$ cat src/rtl/floppy_drive_gen_if.sv
// Signal bundle between the FDC core (master) and the virtual drive (slave).
// Controller side drives requests, geometry and media state; the drive returns strobe and status.
interface floppy_drive_gen_if;
    logic        select;
    logic        motor_on;
    logic        step_in;
    logic        step_out;
    logic [1:0]  density;
    logic [10:0] sector_len;
    logic [10:0] gap_len;
    logic [5:0]  spt;
    logic        sector_base;
    logic        inserted;
    logic        wp_in;

    logic        dclk_en;
    logic [6:0]  track;
    logic [5:0]  sector;
    logic        sector_hdr;
    logic        sector_data;
    logic        ready;
    logic        index;
    logic        track0;
    logic        wprot;
    logic        dskchg;

    modport master (
        output select, motor_on, step_in, step_out, density, sector_len, gap_len, spt,
               sector_base, inserted, wp_in,
        input  dclk_en, track, sector, sector_hdr, sector_data, ready, index, track0,
               wprot, dskchg
    );

    modport slave (
        input  select, motor_on, step_in, step_out, density, sector_len, gap_len, spt,
               sector_base, inserted, wp_in,
        output dclk_en, track, sector, sector_hdr, sector_data, ready, index, track0,
               wprot, dskchg
    );
endinterface

$ cat src/rtl/floppy_drive_gen.sv
// Virtual floppy drive: spindle ramp, fractional byte clock, index, gap/header/data sequencer, head stepping.
// Strobe/status flops update one clock after their cause; ready/track0/wprot are combinational; no backpressure.
module floppy_drive_gen #(
    parameter int unsigned SYS_CLK     = 32000000,
    parameter int unsigned RPM         = 300,
    parameter int unsigned TRACKS      = 84,
    parameter int unsigned STEP_MS     = 18,
    parameter int unsigned SPINUP_MS   = 500,
    parameter int unsigned SPINDOWN_MS = 300,
    parameter int unsigned INDEX_MS    = 5,
    parameter int unsigned HDR_LEN     = 6
) (
    input  logic              clk,
    input  logic              reset_n,
    floppy_drive_gen_if.slave bus
);
    typedef enum logic [1:0] {SEQ_GAP, SEQ_HDR, SEQ_DATA, SEQ_TAIL} seq_e;

    localparam logic [31:0] UP_RAW    = 32'((64'(SPINUP_MS) * 64'(SYS_CLK)) / 64'd64000);
    localparam logic [31:0] DN_RAW    = 32'((64'(SPINDOWN_MS) * 64'(SYS_CLK)) / 64'd64000);
    localparam logic [31:0] UP_IV     = (UP_RAW == 32'd0) ? 32'd1 : UP_RAW;
    localparam logic [31:0] DN_IV     = (DN_RAW == 32'd0) ? 32'd1 : DN_RAW;
    localparam logic [31:0] STEP_CLKS = 32'((64'(STEP_MS) * 64'(SYS_CLK)) / 64'd1000);
    localparam logic [31:0] IDX_CLKS  = 32'((64'(INDEX_MS) * 64'(SYS_CLK)) / 64'd1000);
    localparam logic [14:0] BPT_DD    = 15'((64'd250000 * 64'd60) / (64'd8 * 64'(RPM)));
    localparam logic [14:0] BPT_HD    = 15'((64'd500000 * 64'd60) / (64'd8 * 64'(RPM)));
    localparam logic [14:0] BPT_ED    = 15'((64'd1000000 * 64'd60) / (64'd8 * 64'(RPM)));
    localparam logic [6:0]  TRK_MAX   = 7'(TRACKS - 1);
    localparam logic [10:0] HDR_BYTES = 11'(HDR_LEN);
    localparam logic [32:0] SYS_CLK_W = 33'(SYS_CLK);

    logic [6:0]  lvl_q, lvl_d;
    logic [31:0] spin_cnt_q, spin_cnt_d;
    logic        motor_q, motor_d;
    logic [31:0] acc_q, acc_d;
    logic [2:0]  bit_cnt_q, bit_cnt_d;
    logic [14:0] byte_cnt_q, byte_cnt_d;
    logic        dclk_en_q, dclk_en_d;
    logic [31:0] idx_cnt_q, idx_cnt_d;
    logic        index_q, index_d;
    seq_e        seq_q, seq_d;
    logic [10:0] rem_q, rem_d;
    logic        ld_q, ld_d;
    logic [5:0]  sec_idx_q, sec_idx_d;
    logic        hdr_q, hdr_d;
    logic        data_q, data_d;
    logic [1:0]  dens_q, dens_d;
    logic        step_in_s_q, step_in_s_d, step_in_p_q, step_in_p_d;
    logic        step_out_s_q, step_out_s_d, step_out_p_q, step_out_p_d;
    logic [6:0]  track_q, track_d;
    logic [31:0] busy_q, busy_d;
    logic        dskchg_q, dskchg_d;
    logic        ins_q, ins_d;

    logic        motor_eff, dens_chg, bit_tick, byte_tick, wrap;
    logic        ein, eout, step_acc;
    logic [31:0] rate_full, rate_cur;
    logic [32:0] acc_sum;
    logic [14:0] bpt;
    logic [10:0] len_cur, rem;
    logic [5:0]  last_idx;

    assign motor_eff = bus.motor_on && bus.select && bus.inserted;
    assign dens_chg  = bus.density != dens_q;

    always_comb begin
        rate_full = 32'd250000;
        bpt       = BPT_DD;
        case (bus.density)
            2'd1: begin rate_full = 32'd500000;  bpt = BPT_HD; end
            2'd2: begin rate_full = 32'd1000000; bpt = BPT_ED; end
            default: ;
        endcase
    end

    // Rate scales with spindle level; assumes the full rate never exceeds SYS_CLK.
    assign rate_cur  = 32'((64'(rate_full) * 64'(lvl_q)) >> 6);
    assign acc_sum   = {1'b0, acc_q} + {1'b0, rate_cur};
    assign bit_tick  = acc_sum >= SYS_CLK_W;
    assign byte_tick = bit_tick && (bit_cnt_q == 3'd7) && !dens_chg;
    assign wrap      = byte_tick && (byte_cnt_q >= bpt - 15'd1);

    always_comb begin
        len_cur = 11'd0;
        case (seq_q)
            SEQ_GAP:  len_cur = bus.gap_len;
            SEQ_HDR:  len_cur = HDR_BYTES;
            SEQ_DATA: len_cur = bus.sector_len;
            default:  len_cur = 11'd0;
        endcase
    end

    // ld_q marks a freshly entered state whose length has not been loaded yet.
    assign rem      = ld_q ? len_cur : rem_q;
    assign last_idx = bus.spt - 6'd1;

    assign ein      = step_in_s_q && !step_in_p_q;
    assign eout     = step_out_s_q && !step_out_p_q;
    assign step_acc = bus.select && (ein != eout);

    always_comb begin
        motor_d    = motor_eff;
        lvl_d      = lvl_q;
        spin_cnt_d = spin_cnt_q;
        if (motor_eff != motor_q) begin
            spin_cnt_d = 32'd0;
        end else if (motor_eff && (lvl_q < 7'd64)) begin
            if (spin_cnt_q >= UP_IV - 32'd1) begin
                lvl_d      = lvl_q + 7'd1;
                spin_cnt_d = 32'd0;
            end else begin
                spin_cnt_d = spin_cnt_q + 32'd1;
            end
        end else if (!motor_eff && (lvl_q != 7'd0)) begin
            if (spin_cnt_q >= DN_IV - 32'd1) begin
                lvl_d      = lvl_q - 7'd1;
                spin_cnt_d = 32'd0;
            end else begin
                spin_cnt_d = spin_cnt_q + 32'd1;
            end
        end else begin
            spin_cnt_d = 32'd0;
        end

        bit_cnt_d = bit_cnt_q;
        acc_d     = acc_sum[31:0];
        if (bit_tick) begin
            acc_d     = 32'(acc_sum - SYS_CLK_W);
            bit_cnt_d = bit_cnt_q + 3'd1;
        end
        byte_cnt_d = byte_cnt_q;
        if (byte_tick) begin
            byte_cnt_d = wrap ? 15'd0 : byte_cnt_q + 15'd1;
        end
        dclk_en_d = byte_tick;

        idx_cnt_d = (idx_cnt_q != 32'd0) ? idx_cnt_q - 32'd1 : 32'd0;
        if (wrap) begin
            idx_cnt_d = IDX_CLKS;
        end
        index_d = idx_cnt_d != 32'd0;

        seq_d     = seq_q;
        rem_d     = rem_q;
        ld_d      = ld_q;
        sec_idx_d = sec_idx_q;
        if (byte_tick && (seq_q != SEQ_TAIL)) begin
            if (rem > 11'd1) begin
                rem_d = rem - 11'd1;
                ld_d  = 1'b0;
            end else begin
                ld_d = 1'b1;
                case (seq_q)
                    SEQ_GAP: seq_d = SEQ_HDR;
                    SEQ_HDR: seq_d = SEQ_DATA;
                    default: begin
                        if (sec_idx_q == last_idx) begin
                            seq_d = SEQ_TAIL;
                        end else begin
                            seq_d     = SEQ_GAP;
                            sec_idx_d = sec_idx_q + 6'd1;
                        end
                    end
                endcase
            end
        end
        // A new revolution or a density switch abandons whatever sector was in flight.
        if (wrap || dens_chg) begin
            seq_d     = SEQ_GAP;
            sec_idx_d = 6'd0;
            ld_d      = 1'b1;
        end
        if (dens_chg) begin
            acc_d      = 32'd0;
            bit_cnt_d  = 3'd0;
            byte_cnt_d = 15'd0;
        end
        hdr_d  = seq_d == SEQ_HDR;
        data_d = seq_d == SEQ_DATA;
        dens_d = bus.density;

        step_in_s_d  = bus.step_in;
        step_in_p_d  = step_in_s_q;
        step_out_s_d = bus.step_out;
        step_out_p_d = step_out_s_q;
        busy_d   = (busy_q != 32'd0) ? busy_q - 32'd1 : 32'd0;
        track_d  = track_q;
        dskchg_d = dskchg_q;
        if (step_acc) begin
            busy_d = STEP_CLKS;
            if (ein && (track_q < TRK_MAX)) begin
                track_d = track_q + 7'd1;
            end else if (eout && (track_q != 7'd0)) begin
                track_d = track_q - 7'd1;
            end
            if (bus.inserted) begin
                dskchg_d = 1'b0;
            end
        end
        if (ins_q && !bus.inserted) begin
            dskchg_d = 1'b1;
        end
        ins_d = bus.inserted;
    end

    always_ff @(posedge clk or negedge reset_n) begin
        if (!reset_n) begin
            lvl_q        <= 7'd0;
            spin_cnt_q   <= 32'd0;
            motor_q      <= 1'b0;
            acc_q        <= 32'd0;
            bit_cnt_q    <= 3'd0;
            byte_cnt_q   <= 15'd0;
            dclk_en_q    <= 1'b0;
            idx_cnt_q    <= 32'd0;
            index_q      <= 1'b0;
            seq_q        <= SEQ_GAP;
            rem_q        <= 11'd0;
            ld_q         <= 1'b1;
            sec_idx_q    <= 6'd0;
            hdr_q        <= 1'b0;
            data_q       <= 1'b0;
            dens_q       <= 2'd0;
            step_in_s_q  <= 1'b0;
            step_in_p_q  <= 1'b0;
            step_out_s_q <= 1'b0;
            step_out_p_q <= 1'b0;
            track_q      <= 7'd0;
            busy_q       <= 32'd0;
            dskchg_q     <= 1'b1;
            ins_q        <= 1'b0;
        end else begin
            lvl_q        <= lvl_d;
            spin_cnt_q   <= spin_cnt_d;
            motor_q      <= motor_d;
            acc_q        <= acc_d;
            bit_cnt_q    <= bit_cnt_d;
            byte_cnt_q   <= byte_cnt_d;
            dclk_en_q    <= dclk_en_d;
            idx_cnt_q    <= idx_cnt_d;
            index_q      <= index_d;
            seq_q        <= seq_d;
            rem_q        <= rem_d;
            ld_q         <= ld_d;
            sec_idx_q    <= sec_idx_d;
            hdr_q        <= hdr_d;
            data_q       <= data_d;
            dens_q       <= dens_d;
            step_in_s_q  <= step_in_s_d;
            step_in_p_q  <= step_in_p_d;
            step_out_s_q <= step_out_s_d;
            step_out_p_q <= step_out_p_d;
            track_q      <= track_d;
            busy_q       <= busy_d;
            dskchg_q     <= dskchg_d;
            ins_q        <= ins_d;
        end
    end

    assign bus.dclk_en     = dclk_en_q;
    assign bus.track       = track_q;
    assign bus.sector      = sec_idx_q + {5'd0, bus.sector_base};
    assign bus.sector_hdr  = hdr_q;
    assign bus.sector_data = data_q;
    assign bus.index       = index_q;
    assign bus.dskchg      = dskchg_q;
    assign bus.ready       = bus.select && bus.inserted && (lvl_q == 7'd64) && (busy_q == 32'd0);
    assign bus.track0      = bus.select && (track_q == 7'd0);
    assign bus.wprot       = bus.wp_in || !bus.inserted;
endmodule

$ cat src/flat_wrapper.sv
// flat-port wrapper written by rule: the top's interface ports become plain ports
module floppy_drive_gen_flat 
#(
    parameter int unsigned SYS_CLK     = 32000000,
    parameter int unsigned RPM         = 300,
    parameter int unsigned TRACKS      = 84,
    parameter int unsigned STEP_MS     = 18,
    parameter int unsigned SPINUP_MS   = 500,
    parameter int unsigned SPINDOWN_MS = 300,
    parameter int unsigned INDEX_MS    = 5,
    parameter int unsigned HDR_LEN     = 6
)
  (clk, reset_n, bus_select, bus_motor_on, bus_step_in, bus_step_out, bus_density, bus_sector_len, bus_gap_len, bus_spt, bus_sector_base, bus_inserted, bus_wp_in, bus_dclk_en, bus_track, bus_sector, bus_sector_hdr, bus_sector_data, bus_ready, bus_index, bus_track0, bus_wprot, bus_dskchg);
  floppy_drive_gen_if bus_i ();
  input  logic clk;
  input  logic reset_n;
  input wire logic [$bits(bus_i.select)-1:0] bus_select;
  input wire logic [$bits(bus_i.motor_on)-1:0] bus_motor_on;
  input wire logic [$bits(bus_i.step_in)-1:0] bus_step_in;
  input wire logic [$bits(bus_i.step_out)-1:0] bus_step_out;
  input wire logic [$bits(bus_i.density)-1:0] bus_density;
  input wire logic [$bits(bus_i.sector_len)-1:0] bus_sector_len;
  input wire logic [$bits(bus_i.gap_len)-1:0] bus_gap_len;
  input wire logic [$bits(bus_i.spt)-1:0] bus_spt;
  input wire logic [$bits(bus_i.sector_base)-1:0] bus_sector_base;
  input wire logic [$bits(bus_i.inserted)-1:0] bus_inserted;
  input wire logic [$bits(bus_i.wp_in)-1:0] bus_wp_in;
  output wire logic [$bits(bus_i.dclk_en)-1:0] bus_dclk_en;
  output wire logic [$bits(bus_i.track)-1:0] bus_track;
  output wire logic [$bits(bus_i.sector)-1:0] bus_sector;
  output wire logic [$bits(bus_i.sector_hdr)-1:0] bus_sector_hdr;
  output wire logic [$bits(bus_i.sector_data)-1:0] bus_sector_data;
  output wire logic [$bits(bus_i.ready)-1:0] bus_ready;
  output wire logic [$bits(bus_i.index)-1:0] bus_index;
  output wire logic [$bits(bus_i.track0)-1:0] bus_track0;
  output wire logic [$bits(bus_i.wprot)-1:0] bus_wprot;
  output wire logic [$bits(bus_i.dskchg)-1:0] bus_dskchg;
  assign bus_i.select = bus_select;
  assign bus_i.motor_on = bus_motor_on;
  assign bus_i.step_in = bus_step_in;
  assign bus_i.step_out = bus_step_out;
  assign bus_i.density = bus_density;
  assign bus_i.sector_len = bus_sector_len;
  assign bus_i.gap_len = bus_gap_len;
  assign bus_i.spt = bus_spt;
  assign bus_i.sector_base = bus_sector_base;
  assign bus_i.inserted = bus_inserted;
  assign bus_i.wp_in = bus_wp_in;
  assign bus_dclk_en = bus_i.dclk_en;
  assign bus_track = bus_i.track;
  assign bus_sector = bus_i.sector;
  assign bus_sector_hdr = bus_i.sector_hdr;
  assign bus_sector_data = bus_i.sector_data;
  assign bus_ready = bus_i.ready;
  assign bus_index = bus_i.index;
  assign bus_track0 = bus_i.track0;
  assign bus_wprot = bus_i.wprot;
  assign bus_dskchg = bus_i.dskchg;
  floppy_drive_gen #(.SYS_CLK(SYS_CLK), .RPM(RPM), .TRACKS(TRACKS), .STEP_MS(STEP_MS), .SPINUP_MS(SPINUP_MS), .SPINDOWN_MS(SPINDOWN_MS), .INDEX_MS(INDEX_MS), .HDR_LEN(HDR_LEN)) u_core (.clk(clk), .reset_n(reset_n), .bus(bus_i));
endmodule
$ cat config.mk
export PLATFORM = sky130hd
export DESIGN_NAME = floppy_drive_gen_flat
export DESIGN_NICKNAME = d
export VERILOG_FILES = /design/src/rtl/floppy_drive_gen_if.sv /design/src/rtl/floppy_drive_gen.sv /design/src/flat_wrapper.sv
export SDC_FILE = /design/constraint.sdc
export NUM_CORES = 1
export LEC_CHECK = 0
export BUFFER_PORTS_ARGS = -buffer_cell sky130_fd_sc_hd__buf_2
export CAP_MARGIN = 20
export CORE_ASPECT_RATIO = 1.2
export CORE_MARGIN = 1
export CORE_UTILIZATION = 64
export DETAILED_ROUTE_END_ITERATION = 6
export GPL_ROUTABILITY_DRIVEN = 0
export PLACE_DENSITY = 0.81
export SYNTH_ARGS = -nofsm -noshare
export SYNTH_HDL_FRONTEND = slang
export SYNTH_SLANG_ARGS = --single-unit
$ cat constraint.sdc
create_clock -name clk -period 11.1 [get_ports clk]
set_clock_uncertainty 0.05 [all_clocks]
set_input_delay 1.11 -clock clk [delete_from_list [all_inputs] [get_ports clk]]
set_output_delay 1.11 -clock clk [all_outputs]
set_load 0.01 [all_outputs]
# Yosys cells after proc, flatten, opt, wreduce, memory -nomap -nowiden
# Cells that the tools add are included.
word_totals:
  ram_bits: 0
  mem_bits_ro: 0
  latchBits: 0
  mem_count: 0
  ff_bits: 193
  input_bits: 39
op_classes:
  n_reduce_logical: 47
  order_cmp: 7
  muxes: 42
  n_eq_ne: 17
  shift: 0
  div_mod_pow: 0
  n_mul: 1
  n_addsub: 16
  bitwise_logic: 1
ops:
  columns: ["op", "n"]
  rows:
  - ["$mux W32", 11]
  - ["$reduce_bool A32 Y1", 3]
  - ["$ge A32 B18 Y1 const B", 2]
  - ["$sub A32 B1 Y32 const B", 2]
  - ["$mux W15", 3]
  - ["$mux W7", 6]
  - ["$pmux W20 S2", 1]
  - ["$add A32 B21 Y33", 1]
  - ["$ge A33 B25 Y1 const B", 1]
  - ["$pmux W11 S3", 1]
  - ["$add A32 B1 Y32 const B", 1]
  - ["$logic_not A32 Y1", 1]
  - ["$sub A32 B25 Y32 const B", 1]
  - ["$mux W6", 5]
  - ["$pmux W15 S2", 1]
  - ["$mul A20 B7 Y27", 1]
  - ["$logic_and A1 B1 Y1", 18]
  - ["$reduce_bool A2 Y1", 8]
  - ["$add A15 B1 Y15 const B", 1]
  - ["$ge A15 B15 Y1", 1]
  - ["$sub A15 B1 Y15 const B", 1]
  - ["$add A7 B1 Y7 const B", 2]
  - ["$lt A7 B7 Y1 const B", 2]
  - ["$reduce_bool A7 Y1", 2]
  - ["other kinds (29)", 55]

# Logic depth before layout (Yosys ltp)
logic_depth:
  ltp_word: 11
  mapped_depth: 37

# Worst setup path after synthesis
# OpenSTA, ideal clock, no wires.
synth_path:
  path_kind: "input to register"
  startpoint: "in bus_density[0]"
  endpoint: "reg u_core.rem_q[5]"
  t_arrival_ns: 8.929
  t_required_ns: 10.925
  path_buffers: 3
  cell_stages: 36
  path_slack_ns: 1.996
  cell_sequence: "inv_1 -> ha_1 -> clkbuf_1 -> inv_1 -> nor2_1 -> fa_1 -> ha_1 -> inv_1 -> fa_1 -> fa_1 -> inv_1 -> ha_1 -> inv_1 -> o21bai_1 -> a21o_1 -> a21o_1 -> a31o_2 -> a41oi_1 -> a21oi_1 -> a41o_1 -> nor2_1 -> xnor2_1 -> ha_1 -> buf_6 -> a21o_1 -> a21o_1 -> a221o_1 -> mux2_4 -> a211oi_2 -> nand4bb_1 -> nor4_2 -> a211oi_2 -> a21oi_4 -> and3b_4 -> buf_6 -> mux2_4"
synth_between:
  elab_chain_cells: 9
  word_cells_on_any_way: 12
synth_lines:
  columns: ["element", "line", "text"]
  rows:
  - ["start: declaration", "flat_wrapper.sv:21", "input wire logic [$bits(bus_i.density)-1:0] bus_density;"]
  - ["$eq A2 B2 Y1 or $eq A2 B1 Y1 (tied branches)", "floppy_drive_gen.sv:69", "case (bus.density)"]
  - ["$pmux W20 S2", "floppy_drive_gen.sv:69", null]
  - ["$mul A20 B7 Y27", "floppy_drive_gen.sv:77", "assign rate_cur = 32'((64'(rate_full) * 64'(lvl_q)) >> 6);"]
  - ["$add A32 B21 Y33", "floppy_drive_gen.sv:78", "assign acc_sum = {1'b0, acc_q} + {1'b0, rate_cur};"]
  - ["$ge A33 B25 Y1", "floppy_drive_gen.sv:79", "assign bit_tick = acc_sum >= SYS_CLK_W;"]
  - ["$logic_and A1 B1 Y1", "floppy_drive_gen.sv:80", "assign byte_tick = bit_tick && (bit_cnt_q == 3'd7) && !dens_chg;"]
  - ["$logic_and A1 B1 Y1 *", "floppy_drive_gen.sv:80", null]
  - ["named net u_core.byte_tick", "floppy_drive_gen.sv:55", "logic motor_eff, dens_chg, bit_tick, byte_tick, wrap;"]
  - ["$logic_and A1 B1 Y1 *", "floppy_drive_gen.sv:147", "if (byte_tick && (seq_q != SEQ_TAIL)) begin"]
  - ["$reduce_and A2 Y1 (no line) *", null, null]
  - ["end signal: assignment", "floppy_drive_gen.sv:243", "rem_q <= rem_d;"]
  - ["end: declaration", "floppy_drive_gen.sv:42", "logic [10:0] rem_q, rem_d;"]
# The timed path passes the listed nets; every way through them passes the cells marked *.
# A chain may end at the register's enable or synchronous reset.

# Worst setup path in the final report
layout_path:
  startpoint: "in bus_density[0]"
  endpoint: "reg u_core.byte_cnt_q[11]"
layout_between:
  elab_chain_cells: 11
  word_cells_on_any_way: 18
layout_lines:
  columns: ["element", "line", "text"]
  rows:
  - ["$eq A2 B2 Y1 or $eq A2 B1 Y1 (tied branches)", "floppy_drive_gen.sv:69", null]
  - ["$pmux W20 S2", "floppy_drive_gen.sv:69", null]
  - ["$mul A20 B7 Y27", "floppy_drive_gen.sv:77", null]
  - ["$add A32 B21 Y33", "floppy_drive_gen.sv:78", null]
  - ["$ge A33 B25 Y1", "floppy_drive_gen.sv:79", null]
  - ["$logic_and A1 B1 Y1 (2 in series)", "floppy_drive_gen.sv:80", null]
  - ["$logic_and A1 B1 Y1", "floppy_drive_gen.sv:81", "assign wrap = byte_tick && (byte_cnt_q >= bpt - 15'd1);"]
  - ["$mux W15", "floppy_drive_gen.sv:133", "byte_cnt_d = wrap ? 15'd0 : byte_cnt_q + 15'd1;"]
  - ["$mux W15", "floppy_drive_gen.sv:132", "if (byte_tick) begin"]
  - ["$mux W15", "floppy_drive_gen.sv:173", "if (dens_chg) begin"]
  - ["end signal: assignment", "floppy_drive_gen.sv:238", "byte_cnt_q <= byte_cnt_d;"]
  - ["end: declaration", "floppy_drive_gen.sv:37", "logic [14:0] byte_cnt_q, byte_cnt_d;"]
# Several ways; a longest one is shown, not always the timed one. The select of a mux whose other input is x is not followed.

==> impl_metrics.json <==
{
  "ys_top_cells_by_area": "dfrtp_1 32%, ha_1 9.6%, fa_1 7.2%, xnor2_1 6.4%, nor2_1 4.7%",
  "cts_buffers": 17,
  "hpwl_um": 24100,
  "ff2ff_path_depth": 31,
  "postCtsSetupRepairBufs": 0,
  "die_y_um": 169,
  "reg2reg_to": "u_core.byte_cnt_q[11]",
  "pin_count": 60,
  "cts_sinks": 193,
  "clkLatencyLatePin_ns": 0.44,
  "ctsHoldBuffers": 0,
  "core_area_um2": 22700,
  "critical-path-max-stage-delay_ns": 0.59,
  "ctsResizeCount": 0,
  "yosysTopAreaCell": "dfrtp_1",
  "first_pass_iters": 7,
  "cp.required_ns": 11.38,
  "grt_first_pass_wirelength_um": 57300,
  "gr-total-overflow": 0,
  "io_buffers": 59,
  "drt_iter0_drc": 646,
  "yosys-top-cells-count": "191 x dfrtp_1, 188 x nor2_1, 129 x inv_1",
  "holdPathStages": 0,
  "cts-htree-levels": 4,
  "setup_tns_ns": 0,
  "maxCapViolations": 0,
  "synth_cell_type_count": 89,
  "slew_headroom_pct": 34.6,
  "clk_pin_slew_ns": 0.08,
  "drc": 1,
  "setup_violations": 0,
  "finalNetCount": 1897,
  "ys_seq_area_share_pct": 32.3,
  "grt_antenna_before_repair": 0,
  "drtAntennaViolNets": 0,
  "synth_edf_count": 0,
  "setup_ws_ns": 0.850,
  "syn-instance-count": 1642,
  "dieArea_um2": 24000,
  "end_kind": "register",
  "async_reset_ff_share_pct": 100,
  "r2r-start": "u_core.lvl_q[3]",
  "period_needed_ns": 10.25,
  "rsz0062_at_grt": "no",
  "fmax_mhz": 97.6,
  "hold_viol": 0,
  "areaGrowthSynthToFinish_pct": 7.96,
  "path_buf_inv": 7,
  "cp-start-kind": "input pin",
  "final_area_um2": 16100,
  "syn_area_per_cell_um2": 9.11,
  "die_width_um": 142,
  "syn_area_um2": 15000,
  "start_util_pct": 66.0,
  "crit_fanout": 23,
  "first_global_vias": 12300,
  "post_route_cells_drive_above_1_share_pct": 8.87,
  "synth_seq_cells": 193,
  "routed_wl_um": 33400,
  "cp_slowest_cell": "ha_1",
  "synth-main-ff-cell": "dfrtp_1",
  "status": "finished with violations",
  "worst_slew_pin_slew_ns": 0.982,
  "cp.depth": 34,
  "ff2ff_setup_slack_ns": 1.76,
  "report.final.slew_viol_count": 0,
  "violations": "design-rule violations",
  "critical_path.most_common_cell": "inv_1",
  "dpl-instance-area_um2": 15500,
  "arrival_ns": 10.53,
  "critical_path_class": "in2reg",
  "ys_warn_count": 0,
  "grt_max_degree": 120,
  "path_delay_family": "compound AO/OA/AOI/OAI gates",
  "synth_most_common_cell": "dfrtp_1",
  "finalCritPeriodShare_pct": 92.3,
  "hold_end": "u_core.step_out_p_q",
  "num_vias": 12100,
  "cts_tree": "built",
  "wl_per_cell_um": 16.6,
  "yosysTopAreaCellShare_pct": 32.0,
  "clock_path_buffers": 2,
  "hold_class": "reg2reg",
  "cts_root_buffer": "clkbuf_16",
  "holdCritStartpoint": "u_core.step_out_p_d",
  "preCtsSetupSlack_ns": 0.579,
  "antenna_cells": 0,
  "num_rows": 60,
  "viasPerCell": 6.04,
  "grt_util_all_layers_pct": 29.6
}
-- how the worst max path moves through the flow --
stage | from | endpoint
finish | bus_density[0] | u_core.byte_cnt_q[11]
global route | bus_density[0] | u_core.byte_cnt_q[9]
CTS | bus_density[0] | u_core.byte_cnt_q[11]
detailed placement | bus_density[0] | u_core.byte_cnt_q[9]
global placement | bus_density[0] | u_core.byte_cnt_q[9]
floorplan | bus_density[0] | u_core.rem_q[5]
-- metrics by stage --
stage	util, %	hold WS, ns	instances
2_1_floorplan	-	0.297	1655
3_3_place_gp	68.3	0.305	1979
3_5_place_dp	68.3	0.317	1979
4_1_cts	71.2	0.334	2011
5_1_grt	71.2	0.353	2012
6_report	71.2	0.330	2012
-- layer usage --
layer	wire (um)	GRT usage (%)
met5	0	0
met4	890	10.6
met3	1280	4.09
met2	17100	52.4
met1	14200	36.8
-- cell families (layout without fill, tap and decap cells) --
family	Yosys count	after routing	share of synthesized area, %
fa+ha+maj	169	169	16.9
compound gates	312	312	14.3
mux	28	28	2.09
simple gates	590	590	19.7
buf+inv	183	230	4.99
flops	193	193	32.3
other cells	1	14	0.0251
xor+xnor	166	166	9.72
-- layout make-up --
type | count | area, um^2
clock buffers | 17 | 425
multi-input cells | 1279 | 9420
clock inverters | 15 | 215
flip-flops and latches | 193 | 4830
fillers | 1754 | 6530
repair buffers | 68 | 372
inverters | 130 | 488
well taps | 310 | 388
-- flip-flops by register name, indices dropped and copies added, names as in the netlist, 3 cells and up --
| signal | cells |
|---|---|
| u_core.spin_cnt_q | 32 |
| u_core.bit_cnt_q | 3 |
| u_core.lvl_q | 7 |
| u_core.sec_idx_q | 6 |
| u_core.rem_q | 11 |
| u_core.busy_q | 32 |
| u_core.bus.track | 7 |
| u_core.idx_cnt_q | 32 |
| u_core.acc_q | 32 |
| u_core.byte_cnt_q | 15 |
-- cell usage in the layout, fill, tap and decap left out, types with 10 or more instances in the layout --
cell / count
or2_2: 11
nand3b_1: 12
a31oi_1: 10
nor2_1: 188
o22ai_1: 11
o21bai_1: 17
clkbuf_16: 17
fa_1: 54
nand2_1: 108
nand2b_1: 27
nand3_1: 39
nand4_1: 23
ha_1: 115
xor2_1: 56
xnor2_1: 110
a21oi_1: 88
a21o_1: 33
dfrtp_1: 191
and3_1: 26
nor4_1: 27
buf_2: 58
or3_1: 11
and2_1: 13
nor3_1: 51
inv_1: 129
conb_1: 14
mux2i_1: 17
a211oi_1: 15
o211ai_1: 13
o21ai_0: 37
nor2b_1: 13
Power is left out: the tool's default activity adds up to more than one toggle a clock period on the data nets, which glitch-free logic cannot reach.
